[src/rtl/VX_kmu_pkg.sv]
// -----------------------------------------------------------------------------
// VX_kmu_pkg
// Shared types for the KMU request bus and the launch generator.
//   kmu_req_data_t : one block descriptor as it travels on the bus (default
//                    widths); lanes are packed valid | bx | by | bz | pc | arg,
//                    with arg in the least significant bits.
//   kmu_state_e    : launch generator control states.
// -----------------------------------------------------------------------------
package VX_kmu_pkg;

  localparam int KMU_DIM_W = 16;
  localparam int KMU_PC_W  = 32;
  localparam int KMU_ARG_W = 32;

  typedef struct packed {
    logic                 valid;
    logic [KMU_DIM_W-1:0] bx;
    logic [KMU_DIM_W-1:0] by;
    logic [KMU_DIM_W-1:0] bz;
    logic [KMU_PC_W-1:0]  pc;
    logic [KMU_ARG_W-1:0] arg;
  } kmu_req_data_t;

  typedef enum logic [1:0] {
    IDLE  = 2'd0,
    ISSUE = 2'd1,
    DONE  = 2'd2
  } kmu_state_e;

endpackage

[src/rtl/kmu_grid_step.sv]
// -----------------------------------------------------------------------------
// kmu_grid_step
// Combinational x-fastest grid cursor advance.
//   cur_x/y/z  : current block coordinate (always inside the grid)
//   grid_x/y/z : grid dimensions
//   nxt_x/y/z  : coordinate of the following block, zero when there is none
//   last       : current coordinate is the final block of the grid
// -----------------------------------------------------------------------------
module kmu_grid_step #(
  parameter int DIM_W = 16
) (
  input  logic [DIM_W-1:0] cur_x,
  input  logic [DIM_W-1:0] cur_y,
  input  logic [DIM_W-1:0] cur_z,
  input  logic [DIM_W-1:0] grid_x,
  input  logic [DIM_W-1:0] grid_y,
  input  logic [DIM_W-1:0] grid_z,
  output logic [DIM_W-1:0] nxt_x,
  output logic [DIM_W-1:0] nxt_y,
  output logic [DIM_W-1:0] nxt_z,
  output logic             last
);

  localparam logic [DIM_W-1:0] ONE = DIM_W'(1'b1);

  logic x_end_s;
  logic y_end_s;
  logic z_end_s;

  // Comparing against grid-1 keeps the arithmetic inside DIM_W bits even
  // for a full-range dimension.
  assign x_end_s = (cur_x == (grid_x - ONE));
  assign y_end_s = (cur_y == (grid_y - ONE));
  assign z_end_s = (cur_z == (grid_z - ONE));

  // Ripple the carry x -> y -> z; past the end the cursor parks at zero.
  always_comb begin
    nxt_x = '0;
    nxt_y = '0;
    nxt_z = '0;
    last  = 1'b0;
    if (x_end_s && y_end_s && z_end_s) begin
      last = 1'b1;
    end else if (x_end_s && y_end_s) begin
      nxt_z = cur_z + ONE;
    end else if (x_end_s) begin
      nxt_y = cur_y + ONE;
      nxt_z = cur_z;
    end else begin
      nxt_x = cur_x + ONE;
      nxt_y = cur_y;
      nxt_z = cur_z;
    end
  end

endmodule

[src/rtl/kmu_launch_gen.sv]
// -----------------------------------------------------------------------------
// kmu_launch_gen
// Producer end of the KMU request bus. Takes one kernel-launch command and
// walks its grid x-fastest, emitting NUM_LANES block descriptors per beat.
//   clk, reset          : clock, asynchronous active-low reset
//   cmd_valid/cmd_ready : launch command handshake (ready only in IDLE)
//   cmd_grid_x/y/z      : grid dimensions
//   cmd_pc, cmd_arg     : kernel entry PC and argument pointer
//   cancel              : stop after the next accepted beat
//   req_valid/req_ready : bus beat handshake
//   req_data            : lane i at [i*LW +: LW], LW = 1+3*DIM_W+PC_W+ARG_W
//   busy                : issuing beats
//   done                : one-cycle pulse at completion or cancel
// -----------------------------------------------------------------------------
module kmu_launch_gen
  import VX_kmu_pkg::*;
#(
  parameter int NUM_LANES = 1,
  parameter int DIM_W     = KMU_DIM_W,
  parameter int PC_W      = KMU_PC_W,
  parameter int ARG_W     = KMU_ARG_W
) (
  input  logic                                        clk,
  input  logic                                        reset,
  input  logic                                        cmd_valid,
  output logic                                        cmd_ready,
  input  logic [DIM_W-1:0]                            cmd_grid_x,
  input  logic [DIM_W-1:0]                            cmd_grid_y,
  input  logic [DIM_W-1:0]                            cmd_grid_z,
  input  logic [PC_W-1:0]                             cmd_pc,
  input  logic [ARG_W-1:0]                            cmd_arg,
  input  logic                                        cancel,
  output logic                                        req_valid,
  output logic [NUM_LANES*(1+3*DIM_W+PC_W+ARG_W)-1:0] req_data,
  input  logic                                        req_ready,
  output logic                                        busy,
  output logic                                        done
);

  localparam int LW = 1 + 3*DIM_W + PC_W + ARG_W;
  localparam int BW = NUM_LANES * LW;

  kmu_state_e       state_r;
  kmu_state_e       state_nxt_s;

  logic [DIM_W-1:0] grid_x_r, grid_y_r, grid_z_r;
  logic [PC_W-1:0]  pc_r;
  logic [ARG_W-1:0] arg_r;
  logic [DIM_W-1:0] cur_x_r, cur_y_r, cur_z_r;

  logic [BW-1:0]    req_data_r;
  logic             req_valid_r;
  logic             last_beat_r;
  logic             cancel_pend_r;
  logic             done_r;
  logic             cmd_ready_r;
  logic             busy_r;

  logic [DIM_W-1:0] gx_s, gy_s, gz_s;
  logic [DIM_W-1:0] sx_s, sy_s, sz_s;
  logic [PC_W-1:0]  pc_s;
  logic [ARG_W-1:0] arg_s;

  logic [BW-1:0]    beat_s;
  logic             beat_last_s;
  logic [DIM_W-1:0] next_x_s, next_y_s, next_z_s;

  logic             zero_dim_s;
  logic             cmd_fire_s;
  logic             accept_s;
  logic             load_beat_s;
  logic             clear_beat_s;
  logic             issue_exit_s;
  logic             done_nxt_s;

  assign zero_dim_s = (cmd_grid_x == '0) | (cmd_grid_y == '0) | (cmd_grid_z == '0);
  assign cmd_fire_s = cmd_valid & cmd_ready_r & (state_r == IDLE);
  assign accept_s   = req_valid_r & req_ready;

  // In IDLE the first beat is built straight from the command so it can be
  // registered on the handshake edge; afterwards from the latched copy.
  always_comb begin
    if (state_r == IDLE) begin
      gx_s  = cmd_grid_x;
      gy_s  = cmd_grid_y;
      gz_s  = cmd_grid_z;
      pc_s  = cmd_pc;
      arg_s = cmd_arg;
      sx_s  = '0;
      sy_s  = '0;
      sz_s  = '0;
    end else begin
      gx_s  = grid_x_r;
      gy_s  = grid_y_r;
      gz_s  = grid_z_r;
      pc_s  = pc_r;
      arg_s = arg_r;
      sx_s  = cur_x_r;
      sy_s  = cur_y_r;
      sz_s  = cur_z_r;
    end
  end

  // Lane k sees the start cursor advanced k times; a lane stays valid only
  // while no earlier lane held the final block.
  for (genvar k = 0; k < NUM_LANES; k++) begin : g_lane
    logic [DIM_W-1:0] in_x_s, in_y_s, in_z_s;
    logic [DIM_W-1:0] out_x_s, out_y_s, out_z_s;
    logic             in_v_s;
    logic             out_v_s;
    logic             last_s;

    if (k == 0) begin : g_head
      assign in_x_s = sx_s;
      assign in_y_s = sy_s;
      assign in_z_s = sz_s;
      assign in_v_s = 1'b1;
    end else begin : g_link
      assign in_x_s = g_lane[k-1].out_x_s;
      assign in_y_s = g_lane[k-1].out_y_s;
      assign in_z_s = g_lane[k-1].out_z_s;
      assign in_v_s = g_lane[k-1].out_v_s;
    end

    kmu_grid_step #(
      .DIM_W (DIM_W)
    ) u_step (
      .cur_x  (in_x_s),
      .cur_y  (in_y_s),
      .cur_z  (in_z_s),
      .grid_x (gx_s),
      .grid_y (gy_s),
      .grid_z (gz_s),
      .nxt_x  (out_x_s),
      .nxt_y  (out_y_s),
      .nxt_z  (out_z_s),
      .last   (last_s)
    );

    assign out_v_s = in_v_s & ~last_s;
    assign beat_s[k*LW +: LW] = in_v_s ? {1'b1, in_x_s, in_y_s, in_z_s, pc_s, arg_s}
                                       : {LW{1'b0}};
  end

  // The cursor after the last lane is where the next beat starts; if it is
  // no longer valid this beat carries the final block.
  assign beat_last_s = ~g_lane[NUM_LANES-1].out_v_s;
  assign next_x_s    = g_lane[NUM_LANES-1].out_x_s;
  assign next_y_s    = g_lane[NUM_LANES-1].out_y_s;
  assign next_z_s    = g_lane[NUM_LANES-1].out_z_s;

  // Next-state and beat-register control.
  always_comb begin
    state_nxt_s  = state_r;
    load_beat_s  = 1'b0;
    clear_beat_s = 1'b0;
    issue_exit_s = 1'b0;
    case (state_r)
      IDLE: begin
        if (cmd_fire_s) begin
          if (zero_dim_s) begin
            state_nxt_s = DONE;
          end else begin
            state_nxt_s = ISSUE;
            load_beat_s = 1'b1;
          end
        end else begin
          state_nxt_s = IDLE;
        end
      end
      ISSUE: begin
        if (accept_s) begin
          if (last_beat_r || cancel_pend_r || cancel) begin
            state_nxt_s  = DONE;
            clear_beat_s = 1'b1;
            issue_exit_s = 1'b1;
          end else begin
            load_beat_s  = 1'b1;
          end
        end else begin
          state_nxt_s = ISSUE;
        end
      end
      DONE: begin
        state_nxt_s = IDLE;
      end
      default: begin
        state_nxt_s = IDLE;
      end
    endcase
  end

  // A finished run pulses done on its exit edge; a zero-sized launch spends
  // one cycle in DONE first, so its pulse lands two cycles after the command.
  assign done_nxt_s = issue_exit_s | ((state_r == DONE) & ~done_r);

  // Control state, command latch and registered status outputs.
  always_ff @(posedge clk or negedge reset) begin
    if (!reset) begin
      state_r       <= IDLE;
      grid_x_r      <= '0;
      grid_y_r      <= '0;
      grid_z_r      <= '0;
      pc_r          <= '0;
      arg_r         <= '0;
      cancel_pend_r <= 1'b0;
      done_r        <= 1'b0;
      cmd_ready_r   <= 1'b0;
      busy_r        <= 1'b0;
    end else begin
      state_r       <= state_nxt_s;
      done_r        <= done_nxt_s;
      cmd_ready_r   <= (state_nxt_s == IDLE) & ~done_nxt_s;
      busy_r        <= (state_nxt_s == ISSUE);
      cancel_pend_r <= (state_nxt_s == ISSUE) &
                       (cancel_pend_r | ((state_r == ISSUE) & cancel));
      if (cmd_fire_s) begin
        grid_x_r <= cmd_grid_x;
        grid_y_r <= cmd_grid_y;
        grid_z_r <= cmd_grid_z;
        pc_r     <= cmd_pc;
        arg_r    <= cmd_arg;
      end
    end
  end

  // Beat register and cursor: held while stalled, reloaded on accept.
  always_ff @(posedge clk or negedge reset) begin
    if (!reset) begin
      req_data_r  <= '0;
      req_valid_r <= 1'b0;
      last_beat_r <= 1'b0;
      cur_x_r     <= '0;
      cur_y_r     <= '0;
      cur_z_r     <= '0;
    end else if (load_beat_s) begin
      req_data_r  <= beat_s;
      req_valid_r <= 1'b1;
      last_beat_r <= beat_last_s;
      cur_x_r     <= beat_last_s ? '0 : next_x_s;
      cur_y_r     <= beat_last_s ? '0 : next_y_s;
      cur_z_r     <= beat_last_s ? '0 : next_z_s;
    end else if (clear_beat_s) begin
      req_data_r  <= '0;
      req_valid_r <= 1'b0;
      last_beat_r <= 1'b0;
      cur_x_r     <= '0;
      cur_y_r     <= '0;
      cur_z_r     <= '0;
    end
  end

  assign cmd_ready = cmd_ready_r;
  assign req_valid = req_valid_r;
  assign req_data  = req_data_r;
  assign busy      = busy_r;
  assign done      = done_r;

endmodule

[config.mk]
export PLATFORM = sky130hd
export DESIGN_NAME = kmu_launch_gen
export DESIGN_NICKNAME = d
export VERILOG_FILES = /design/src/rtl/VX_kmu_pkg.sv /design/src/rtl/kmu_grid_step.sv /design/src/rtl/kmu_launch_gen.sv
export SDC_FILE = /design/constraint.sdc
export NUM_CORES = 1
export LEC_CHECK = 0
export ABC_AREA = 1
export BUFFER_PORTS_ARGS = -buffer_cell sky130_fd_sc_hd__buf_4
export CORE_AREA = 3 3 235 237
export CTS_BUF_LIST = sky130_fd_sc_hd__clkbuf_2
export CTS_CLUSTER_SIZE = 14
export DETAILED_ROUTE_END_ITERATION = 16
export DIE_AREA = 0 0 238 240
export GPL_TIMING_DRIVEN = 0
export PLACE_DENSITY = 0.44
export SLEW_MARGIN = 20
export SYNTH_ARGS = -nofsm -noshare
export SYNTH_HDL_FRONTEND = slang
export SYNTH_SLANG_ARGS = --single-unit
[constraint.sdc]
create_clock -name clk -period 4.4 [get_ports clk]
set_clock_uncertainty 0.1 [all_clocks]
set_input_delay 0 -clock clk [delete_from_list [all_inputs] [get_ports clk]]
set_output_delay 0 -clock clk [all_outputs]
set_load 0.01 [all_outputs]
# Word-level counts from Yosys, hierarchy flattened

Index checks and enable logic that the tools add are counted.

Flip-flop bits (word level): 281
Bits in latches: 0
Memory bits (writable): 0
Bits in read-only memories: 0
Output and inout bits: 117
Logic and storage cells: 93
Memories: 0

$add $sub $neg: 6
$mul: 0
Div/mod/pow operators: 0
$lt $le $gt $ge: 0
Equality and inequality tests: 6
Shift operators: 0
Muxes and demuxes: 42
Bitwise logic cells: 13
Reduce and logical (&&, ||, !) cells: 10

Operators with widths:

| kind                                                 | count |
|---|---|
| 2-to-1 mux 16 bit                                    | 21 |
| 2-to-1 mux 113 bit                                   | 2 |
| 2-to-1 mux 32 bit                                    | 2 |
| adder 16 x 1 -> 16 bit (second input constant)       | 3 |
| equality test 16 bit                                 | 3 |
| zero test 16 bit                                     | 3 |
| subtractor 16 x 1 -> 16 bit (second input constant)  | 3 |
| 2-to-1 mux 1 bit                                     | 11 |
| 2-to-1 mux 2 bit                                     | 4 |
| AND 1 bit                                            | 7 |
| equality test 2 x 1 -> 1 bit (second input constant) | 2 |
| zero test 2 bit                                      | 2 |
| bitwise OR 1 bit                                     | 4 |
| case mux 2 bit (2 select lines)                      | 1 |
| equality test 2 bit (second input constant)          | 1 |
| logical AND 1 bit                                    | 2 |
| logical OR 1 bit                                     | 2 |
| inverter 1 bit                                       | 2 |
| case mux 1 bit (2 select lines)                      | 1 |
| nonzero test 2 bit                                   | 1 |

# Logic depth before layout (Yosys ltp)

Depth in word-level cells: 9
Depth in mapped cells: 23
Mapped depth without buffers: 21

# Modules after synthesis

Synthesis repeated with hierarchy kept, for this count alone.

Cells, all modules: 2478
Area, all modules: 17018.8 µm²

By module, submodules not included:

| module         | instances | cells an instance | area each (µm²) | sequential area each (µm²) |
|---|---|---|---|---|
| kmu_launch_gen | 1         | 1719              | 13215.2         | 7006.7 |
| kmu_grid_step  | 1         | 759               | 3803.6          | 0.0 |

# Worst setup path before layout

No wires, ideal clock.

Kind: flip-flop to flip-flop
From: register state_r[1]
To: register cur_z_r[12]
Setup time: 0.117 ns
Arrival: 2.612 ns
Setup slack: 1.570 ns
Cell stages (with the launch flop): 23
Path buffers: 5
Clock period less this slack: 2.830 ns
Cell sequence: dfrtp_1 -> nor2_4 -> buf_6 -> buf_8 -> buf_8 -> nand2_2 -> nand2_2 -> ha_1 -> nand2_2 -> nor2_2 -> buf_4 -> nand2_1 -> nor2_1 -> nor2_1 -> nor2_1 -> nand3_1 -> nor2_1 -> nand3_2 -> nor2_4 -> nor2_4 -> buf_6 -> nand3_1 -> nand2_1

Cells in the longest elaborated chain, start to end: 9

Ends and longest elaborated chain:

| element                                                       | RTL line                                                          | source |
|---|---|---|
| from (decl)                                                   | kmu_launch_gen.sv:43                                              | `kmu_state_e state_r;` |
| from (signal assigned)                                        | kmu_launch_gen.sv:211                                             | `state_r <= state_nxt_s;` |
| zero test 2 bit                                               | kmu_launch_gen.sv:77, kmu_launch_gen.sv:83, kmu_launch_gen.sv:158 |  |
| 2-to-1 mux 16 bit                                             | kmu_launch_gen.sv:83                                              | `if (state_r == IDLE) begin` |
| subtractor 16 x 1 -> 16 bit, on equally long branches         | kmu_grid_step.sv:32, kmu_grid_step.sv:33                          |  |
| equality test 16 bit, on equally long branches                | kmu_grid_step.sv:32, kmu_grid_step.sv:33                          |  |
| logical AND 1 bit                                             | kmu_grid_step.sv:42, kmu_grid_step.sv:44                          |  |
| 2-to-1 mux 16 bit / logical AND 1 bit (equally long branches) | kmu_grid_step.sv:44, kmu_grid_step.sv:42                          |  |
| 2-to-1 mux 16 bit / 2-to-1 mux 1 bit (equally long branches)  | kmu_grid_step.sv:42                                               | `if (x_end_s && y_end_s && z_end_s) begin` |
| 2-to-1 mux 16 bit                                             | kmu_launch_gen.sv:242                                             | `cur_z_r <= beat_last_s ? '0 : next_z_s;` |
| 2-to-1 mux 16 bit                                             | kmu_launch_gen.sv:236                                             | `end else if (load_beat_s) begin` |
| to (signal assigned)                                          | kmu_launch_gen.sv:242                                             |  |
| to (decl)                                                     | kmu_launch_gen.sv:49                                              | `logic [DIM_W-1:0] cur_x_r, cur_y_r, cur_z_r;` |

Parallel ways exist; a longest one is shown, timed or not.
A chain may end at the register's enable or synchronous reset.

# Worst setup path after layout

From: register state_r[1]
To: register req_data_r[108] (netlist: req_data[108])

Cells in the longest elaborated chain, start to end: 5

Ends and longest elaborated chain:

| element                                                         | RTL line                                                          | source |
|---|---|---|
| zero test 2 bit                                                 | kmu_launch_gen.sv:77, kmu_launch_gen.sv:83, kmu_launch_gen.sv:158 |  |
| AND 1 bit                                                       | kmu_launch_gen.sv:77                                              | `assign cmd_fire_s = cmd_valid & cmd_ready_r & (state_r == IDLE);` |
| 2-to-1 mux 1 bit                                                | kmu_launch_gen.sv:160                                             | `if (cmd_fire_s) begin` |
| case mux 1 bit (2 select lines)                                 | kmu_launch_gen.sv:158                                             | `case (state_r)` |
| 2-to-1 mux 113 bit / nonzero test 2 bit (equally long branches) | n/a                                                               |  |
| to (signal assigned)                                            | kmu_launch_gen.sv:237                                             | `req_data_r <= beat_s;` |
| to (decl)                                                       | kmu_launch_gen.sv:51                                              | `logic [BW-1:0] req_data_r;` |

Parallel ways exist; a longest one is shown, timed or not.

==> results by group <==
Run status
  – Status: finished, final reports clean

Synthesis
  – Cells after Synth: 2196
  – Synth Area per Inst: 7.28 µm²
  – Synth unique cells: 39
  – Synthesis warning total: 0
  – Synthesized Nets: 2319
  – Sequential fraction of the synthesis area: 43.8%
  – Mapped Area: 0.0160 mm²
  – FF+latch count, synth: 280

Die
  – Die height: 240 µm
  – Initial core utilization: 29.9%
  – I/O Pins: 234
  – # rows: 85
  – Core Region: 0.0535 mm²
  – Overall die width: 238 µm
  – Die Area: 0.0571 mm²

Global routing
  – Global Route Usage Sum: 22.2%
  – Overflow after GRT: 0
  – Vias in the first global route: 16800
  – Initial antenna violation count: 3
  – First-pass GRT wire length: 98.1 mm
  – Pin count of the biggest net entering global routing: 89

Pwr
  – Clock share of power: 41.3%
  – Flop pwr share: 51.4%
  – Net switching share of the total power: 28.2%
  – PwrDens: 227 mW/mm²
  – P_int: 3.59 mW
  – Switch Pwr: 1.41 mW
  – Maximum vdd drop: 0.140 mV
  – Pwr Total: 5.00 mW
  – Combinational fraction of design power: 7.3%
  – P_leak: 11.7 nW

Detailed routing
  – Via Count: 16700
  – Via density: 4.73
  – DR WL met3: 3.55 mm
  – DRT Wirelength: 63.3 mm
  – Drt pass-1 iters: 5
  – Avg WL per Cell: 17.9 µm
  – Initial drt markers: 1051
  – # DRC: 0
  – Top Layer Used: met4
  – Met2 Wirelength: 29.7 mm
  – Metal-1 WL: 28.5 mm
  – Final ANT Viol Nets: 0

CTS
  – Clock Tree Root: clkbuf_2
  – H-Tree Depth: 3
  – Clock sinks: 280
  – Clk_lat worst skew: 1.07 ns
  – Clk buf depth: 3
  – CTS buffer count: 85
  – Clock transition at the registers of the reported paths: 0.08 ns
  – Postcts setup bufs: 0
  – CTS tree: yes

Placed design
  – Placed cells: 3128
  – Post-DP HPWL: 45.7 mm
  – RD Place Congestion: 0.889
  – IO buf count: 233
  – Worst slack at placement: 0.359 ns

Critical path
  – R2r setup slk: 0.39 ns
  – Crit path required time: 5.15 ns
  – Worst reg2reg startpoint: state_r[1]$_DFF_PN0_
  – Cells on worst reg2reg path: 14
  – Critical path type: register to register
  – Worst EP arrival: 4.77 ns
  – Crit-path max FO: 10
  – Crit end category: register
  – Reg-to-Reg End: req_data[108]$_DFFE_PN0P_
  – Setup crit start kind: register

Run
  – Max-cap violations: 0

Worst hold path
  – Hold_sp: cmd_grid_y[6]
  – Worst Hold Path Cells: 7
  – WHS Endpoint: state_r[1]$_DFF_PN0_
  – Hold/Removal Path Class: primary input to register

STA
  – Max Clock Freq: 0.249 GHz
  – Final Hold Violating Endpoints: 0
  – Worst slew pin tran: 0.989 ns
  – Minimum clock period: 4.01 ns
  – Setup total negative slack: 0 ns
  – Final Worst Setup Slack: 0.385 ns
  – RSZ-0062 raised after global routing: false
  – Relative slew slack: 34.1%
  – Hold_ws: 0.150 ns
  – Period Utilization, post-route: 91.2%
  – Max-slew violations: 0
  – Final setup viols: 0

Layout
  – Layout cells sized above 1: 17.0%
  – Layout Cells excl Fill: 3528
  – Layout area overhead: 37.5%
  – Most frequent cells in the layout: nand2_1 (734), dfrtp_1 (280), inv_1 (266)
  – Final nets: 2894
  – Commonest non-fill, non-tap cell in the layout: nand2_1
-- cells by family (layout without fill, tap and decap cells) --
logic type | count (synthesis) | after routing | synth area share (%)
xor gates and xnor gates | 35 | 35 | 1.92
and+or+nand+nor | 1128 | 1128 | 30.3
other | 0 | 5 | 0
buffers and inverters | 370 | 1001 | 9.76
adders and majority gates | 6 | 6 | 0.469
AOI/OAI and AO/OA | 377 | 377 | 13.7
DFF | 280 | 280 | 43.8
-- worst max-delay path, cell delays in order (launching register included) --
cell	delay, ns
dfrtp_1	0.46
nor2_4	0.33
buf_6	0.21
buf_6	0.19
nand3_1	0.18
inv_2	0.26
nand4_1	0.19
nand2_1	0.37
inv_2	0.22
nand2_1	0.31
inv_2	0.08
buf_2	0.28
clkbuf_1	0.39
nand2_1	0.15
o21ai_0	0.10
-- Yosys cell counts --
library cell | count | area, µm²
nand2_1 | 734 | 2760
dfrtp_1 | 280 | 7010
inv_1 | 266 | 998
o21ai_0 | 261 | 1310
nand3_1 | 141 | 706
nor2_1 | 119 | 447
a22o_1 | 65 | 569
clkbuf_1 | 53 | 199
nand4_1 | 28 | 175
xor2_1 | 25 | 219
nand2_2 | 23 | 144
buf_6 | 16 | 180
nor3_1 | 16 | 80.1
a21oi_1 | 15 | 75.1
nor2_2 | 15 | 93.8
nor4_1 | 13 | 81.3
buf_1 | 11 | 41.3
nor2_4 | 11 | 124
o21ai_1 | 11 | 55.1
xnor2_1 | 10 | 87.6
inv_2 | 9 | 33.8
nand3b_1 | 9 | 67.6
o22ai_1 | 9 | 56.3
buf_2 | 8 | 40.0
ha_1 | 6 | 75.1
nor3_2 | 6 | 60.1
o21ai_2 | 6 | 52.6
buf_4 | 5 | 37.5
nand3_2 | 5 | 50.1
o21bai_1 | 4 | 30.0
nand2_4 | 3 | 33.8
or2_2 | 3 | 18.8
buf_8 | 2 | 30.0
o21a_1 | 2 | 15.0
o31ai_1 | 2 | 15.0
nand2b_1 | 1 | 6.26
nor3b_1 | 1 | 7.51
o211ai_1 | 1 | 7.51
o21bai_2 | 1 | 11.3
-- area by class of cell --
cell class / count / area, µm²
buffer: 95 / 528
fill: 5665 / 31500
antenna: 5 / 12.5
sequential: 280 / 7010
inverter: 275 / 1030
clock inverter: 23 / 140
timing repair buffer: 488 / 4380
tap: 696 / 871
multi-input combinational: 1546 / 7420
clock buffer: 120 / 601
-- sequential cells by signal, summed over array words and instances (netlist names), 16 cells and up --
name and cells:
req_data 113, pc_r 32, cur_z_r 16, grid_x_r 16, cur_x_r 16, grid_y_r 16
grid_z_r 16, cur_y_r 16, arg_r 32
-- layer usage --
layer	track usage, %	vias up
met5	0	-
met4	6.56	0
met3	4.78	95
met2	37.4	462
met1	28.9	7869
li1	-	8248
-- stage by stage --
step / area, µm² / util, %
floorplan: 16000 / -
global placement: 18600 / 34.8
detailed placement: 18700 / 35.0
CTS: 22000 / 41.1
global route: 22000 / 41.1
finish: 22000 / 41.1
-- how the worst max path moves through the flow --
| stage | startpoint | endpoint | cells after the start |
|---|---|---|---|
| 2_1_floorplan | state_r[1]$_DFF_PN0_ | cur_z_r[12]$_DFFE_PN0P_ | 22 |
| 3_3_place_gp | state_r[1]$_DFF_PN0_ | req_data[62]$_DFFE_PN0P_ | 13 |
| 3_5_place_dp | state_r[1]$_DFF_PN0_ | req_data[61]$_DFFE_PN0P_ | 13 |
| 4_1_cts | state_r[1]$_DFF_PN0_ | req_data[111]$_DFFE_PN0P_ | 13 |
| 5_1_grt | state_r[1]$_DFF_PN0_ | req_data[108]$_DFFE_PN0P_ | 14 |
| 6_report | state_r[1]$_DFF_PN0_ | req_data[108]$_DFFE_PN0P_ | 14 |
-- power groups by stage --
| stage | registers [mW] | clock network (mW) | logic (mW) |
|---|---|---|---|
| floorplan | 2.62 | 0 | 0.0247 |
| global placement | 2.62 | 0 | 0.191 |
| detailed placement | 2.62 | 0 | 0.202 |
| CTS | 2.57 | 2.17 | 0.371 |
| global route | 2.57 | 2.31 | 0.404 |
| finish | 2.57 | 2.06 | 0.366 |
-- what timing repair did --
item,4_1_cts,5_1_grt
hold endpoints to repair,523,0
resized for setup,0,0
hold buffers,252,0
No activity file was read; power rests on OpenSTA's default activity.
